==> config.mk <==
export PLATFORM = sky130hd
export DESIGN_NAME = fdtd_mem_word_rd
export DESIGN_NICKNAME = d
export VERILOG_FILES = /design/src/rtl/fdtd_mem_word_rd.sv
export SDC_FILE = /design/constraint.sdc
export NUM_CORES = 1
export LEC_CHECK = 0
export ABC_CLOCK_PERIOD_IN_PS = 1600
export BUFFER_PORTS_ARGS = -buffer_cell sky130_fd_sc_hd__clkbuf_2
export CAP_MARGIN = 25
export CORE_AREA = 2 2 85 87
export DETAILED_ROUTE_END_ITERATION = 8
export DIE_AREA = 0 0 87 89
export PLACE_DENSITY = 0.72
export SYNTH_ARGS = -nofsm -noshare
export SYNTH_HDL_FRONTEND = slang
export SYNTH_SLANG_ARGS = --single-unit
==> constraint.sdc <==
create_clock -name ACLK -period 1.6 [get_ports ACLK]
set_input_delay 0.16 -clock ACLK [delete_from_list [all_inputs] [get_ports ACLK]]
set_output_delay 0.16 -clock ACLK [all_outputs]
set_load 0.01 [all_outputs]
==> src/rtl/fdtd_mem_word_rd.sv <==
// fdtd_mem_word_rd: AXI4 single-beat read master turning a req/gnt word read into one AR/R transfer.
module fdtd_mem_word_rd #(
  parameter int AXI4_ADDR_WIDTH = 32,
  parameter int AXI4_DATA_WIDTH = 32,
  parameter int AXI4_ID_WIDTH   = 16,
  parameter int AXI4_USER_WIDTH = 10
) (
  input  logic                         ACLK,
  input  logic                         ARESET,
  output logic [AXI4_ID_WIDTH-1:0]     ARID_o,
  output logic [AXI4_ADDR_WIDTH-1:0]   ARADDR_o,
  output logic [7:0]                   ARLEN_o,
  output logic [2:0]                   ARSIZE_o,
  output logic [1:0]                   ARBURST_o,
  output logic                         ARLOCK_o,
  output logic [3:0]                   ARCACHE_o,
  output logic [2:0]                   ARPROT_o,
  output logic [3:0]                   ARREGION_o,
  output logic [3:0]                   ARQOS_o,
  output logic [AXI4_USER_WIDTH-1:0]   ARUSER_o,
  output logic                         ARVALID_o,
  input  logic                         ARREADY_i,
  input  logic [AXI4_ID_WIDTH-1:0]     RID_i,
  input  logic [AXI4_DATA_WIDTH-1:0]   RDATA_i,
  input  logic [1:0]                   RRESP_i,
  input  logic                         RLAST_i,
  input  logic [AXI4_USER_WIDTH-1:0]   RUSER_i,
  input  logic                         RVALID_i,
  output logic                         RREADY_o,
  input  logic                         rd_req_i,
  input  logic [AXI4_ADDR_WIDTH-3:0]   rd_word_addr_i,
  output logic [AXI4_DATA_WIDTH-1:0]   rd_data_o,
  output logic                         rd_err_o,
  output logic                         rd_gnt_o
);
  localparam logic [1:0] RS_IDLE         = 2'd0;
  localparam logic [1:0] RS_WAIT_ARREADY = 2'd1;
  localparam logic [1:0] RS_WAIT_RVALID  = 2'd2;
  localparam logic [1:0] RS_GNT          = 2'd3;
  logic [1:0] state;
  logic unused_ok;
  assign unused_ok  = ^{RID_i, RUSER_i};
  assign ARID_o     = '0;
  assign ARADDR_o   = {rd_word_addr_i, 2'b00};
  assign ARLEN_o    = 8'd0;
  assign ARSIZE_o   = 3'd2;
  assign ARBURST_o  = 2'b01;
  assign ARLOCK_o   = 1'b0;
  assign ARCACHE_o  = 4'd0;
  assign ARPROT_o   = 3'd0;
  assign ARREGION_o = 4'd0;
  assign ARQOS_o    = 4'd0;
  assign ARUSER_o   = '0;
  // ARVALID follows the request combinationally in idle, so it is gated while reset is held
  assign ARVALID_o  = ~ARESET & ((state == RS_IDLE & rd_req_i) | state == RS_WAIT_ARREADY);
  assign RREADY_o   = state == RS_WAIT_RVALID;
  assign rd_gnt_o   = state == RS_GNT;
  always_ff @(posedge ACLK or posedge ARESET) begin
    if (ARESET) begin
      state     <= RS_IDLE;
      rd_data_o <= '0;
      rd_err_o  <= 1'b0;
    end else begin
      case (state)
        RS_IDLE:         state <= rd_req_i ? (ARREADY_i ? RS_WAIT_RVALID : RS_WAIT_ARREADY) : RS_IDLE;
        RS_WAIT_ARREADY: state <= ARREADY_i ? RS_WAIT_RVALID : RS_WAIT_ARREADY;
        RS_WAIT_RVALID: if (RVALID_i) begin
          rd_data_o <= RDATA_i;
          rd_err_o  <= RRESP_i[1] | ~RLAST_i;
          state     <= RS_GNT;
        end
        default:         state <= RS_IDLE;
      endcase
    end
  end
endmodule

==> results.json <==
{
  "grt_pass1_wl_mm": 4.82,
  "numClockSinks": 35,
  "critical_path_class": "flop to flop",
  "drtPass1Iterations": 4,
  "required_ps": 1770,
  "synth_cell_types": 15,
  "rsz0062_at_grt": "false",
  "crit_start": "state[0]",
  "synth.most_common_cell": "buf_4",
  "die_width_um": 87,
  "powerDensity_nw_per_um2": 1900,
  "finalSetupTns_ps": 0,
  "reg2reg_depth": 3,
  "pin_count": 219,
  "final_hold_viol_count": 0,
  "post-route-util": 0.337,
  "netlist_instances": 171,
  "cap_violations": 0,
  "first_global_vias": 960,
  "hold_class": "input pin to flop",
  "crit_fanout": 33,
  "wl_mm": 3.49,
  "seq_area_frac_synth": 0.413,
  "die_h_um": 89,
  "nNetsFinal": 316,
  "antenna_found_initial": 0,
  "die_area_um2": 7740,
  "wl_per_cell_um": 11.6,
  "grt_max_degree": 36,
  "cell_internal_pwr_mw": 2.92,
  "postCtsSetupBuffers": 0,
  "clockBufferDepth": 2,
  "synth_commonest_cells": "87 x buf_4, 35 x dfrtp_1, 29 x mux2_4",
  "yosysWarnings": 0,
  "synthTopCellsByArea": "dfrtp_1 41%, buf_4 31%, mux2_4 21%, mux2_2 2.1%, buf_6 1.6%",
  "grt_util_all_layers": 0.0824,
  "pwr-share-seq": 0.372,
  "synthesis.area_um2": 2120,
  "synth_edf_count": 0,
  "fin_area_um2": 2270,
  "cts_buffers": 5,
  "multi_input_area_um2": 757,
  "dpl_cell_area_um2": 2140,
  "clk_latency_ps": 280,
  "cp-end-kind": "flop",
  "h-tree-depth": 2,
  "synth_ff_type": "dfrtp_1",
  "path_clk_slew_ps": 80,
  "tritoncts": "yes",
  "p_total_mw": 4.30,
  "synth_top_cell_area_share": 0.413,
  "port_buffers": 74,
  "grt.overflow.total": 0,
  "p_leak_nw": 1.30,
  "worstPathArrival_ps": 1510,
  "ant_nets": 0,
  "final.setup_skew_ps": 5.30,
  "ctsResizeCount": 0,
  "synth-seq-cells": 35,
  "initial_core_util": 0.316,
  "remaining_drc_errors": 0,
  "dp.cells": 292,
  "endpoint": "rd_data_o[27]",
  "fp.coreArea_um2": 6720,
  "start_kind": "flop",
  "fmax_ghz": 0.749,
  "combPwrFrac": 0.435,
  "finalSetupViolCount": 0,
  "avgSynthCellArea_um2": 12.4,
  "ir_drop_mv": 0.573,
  "final_cells": 301,
  "vias": 1135,
  "slew_viol_final": 0,
  "syn2layout_area_growth_pct": 6.84,
  "p_clk_frac": 0.193,
  "switchingPower_mw": 1.38,
  "dp_hpwl_mm": 2.61,
  "ys_async_sr_fraction": 1.00,
  "ctsHoldBuffers": 1,
  "status": "finished clean",
  "fin_crit_sh": 0.834,
  "gp_congestion": 0.609,
  "swShare": 0.321,
  "diodes": 0,
  "timing.rr.end": "rd_data_o[27]",
  "r2r_setup_slack_ps": 270,
  "r2r_start": "state[0]",
  "rows": 30,
  "drtIter0Drc": 12,
  "seq_area_um2": 876,
  "root_buffer": "clkbuf_8",
  "synth_top_cell_by_area": "dfrtp_1",
  "period_needed_ps": 1330,
  "drive_gt1_frac": 0.534,
  "via_per_inst": 3.77,
  "num-fill-cells": 670
}
==> power groups by stage <==
| stage | sequential [mW] | combinational, mW | clock (mW) |
|---|---|---|---|
| after detailed placement | 1.62 | 1.90 | 0 |
| after global placement | 1.59 | 1.87 | 0 |
| after CTS | 1.61 | 1.91 | 0.866 |
| after floorplan | 1.80 | 1.24 | 0 |
| final | 1.60 | 1.87 | 0.830 |
| after global routing | 1.66 | 2.03 | 0.907 |
==> through the flow <==
| step | setup WS (ps) | hold slack, ps |
|---|---|---|
| after floorplan | 423 | 258 |
| after global placement | 311 | 280 |
| after detailed placement | 255 | 295 |
| after CTS | 251 | 51.8 |
| after global routing | 185 | 64.7 |
| final | 265 | 68.8 |
==> layout by cell type (no fill, tap or decap), drive strengths merged <==
cell type / instances
a21oi: 1
and2: 1
buf: 2
bufinv: 1
clkbuf: 80
clkinv: 1
conb: 57
dfrtp: 35
dlygate4sd3: 1
inv: 2
mux2: 33
nand2b: 1
nand3b: 1
nor2: 2
nor3: 1
o21ai: 1
o31ai: 1
==> sequential cells by signal, indices dropped and copies added, names as in the netlist <==
register and count:
rd_data_o 32, state 2, rd_err_o 1
==> metal layers <==
layer,track usage,vias to the layer above,part of all wire
met3,0.0360,20,0.12
li1,-,500,-
met1,0.0936,529,0.37
met5,0,-,0
met4,0.0597,0,0.046
met2,0.124,86,0.46
==> how the worst min path moves through the flow <==
stage	from	endpoint	slack [ps]	depth (start not counted)
floorplan	ARREADY_i	state[0]	260	1
global placement	ARESET	state[1]	280	3
detailed placement	ARESET	state[0]	290	3
CTS	ARREADY_i	state[0]	50	2
global route	ARREADY_i	state[0]	60	2
finish	ARREADY_i	state[0]	70	2
==> final cells by class <==
type,instances,share of cell area
sequential,35,0.387
clock buffer,6,0.0364
inverter,2,0.00331
clock inverter,2,0.0155
timing repair buffer,77,0.180
tap,80,0.0442
multi-input combinational,99,0.334
==> kinds of logic (layout without fill, tap and decap cells) <==
| family | count (synthesis) | in the layout | share of synthesized area |
|---|---|---|---|
| compound gates | 3 | 3 | 0.00826 |
| buf+inv | 92 | 87 | 0.327 |
| mux | 33 | 33 | 0.227 |
| flops | 35 | 35 | 0.413 |
| other cells | 2 | 57 | 0.00354 |
| simple gates | 6 | 6 | 0.0212 |
==> critical path, cell delays in order (launching register included) <==
cell	delay [ps]
dfrtp_1	410
nand3b_4	170
buf_12	240
mux2_2	370
(Power assumes the default switching activity.)
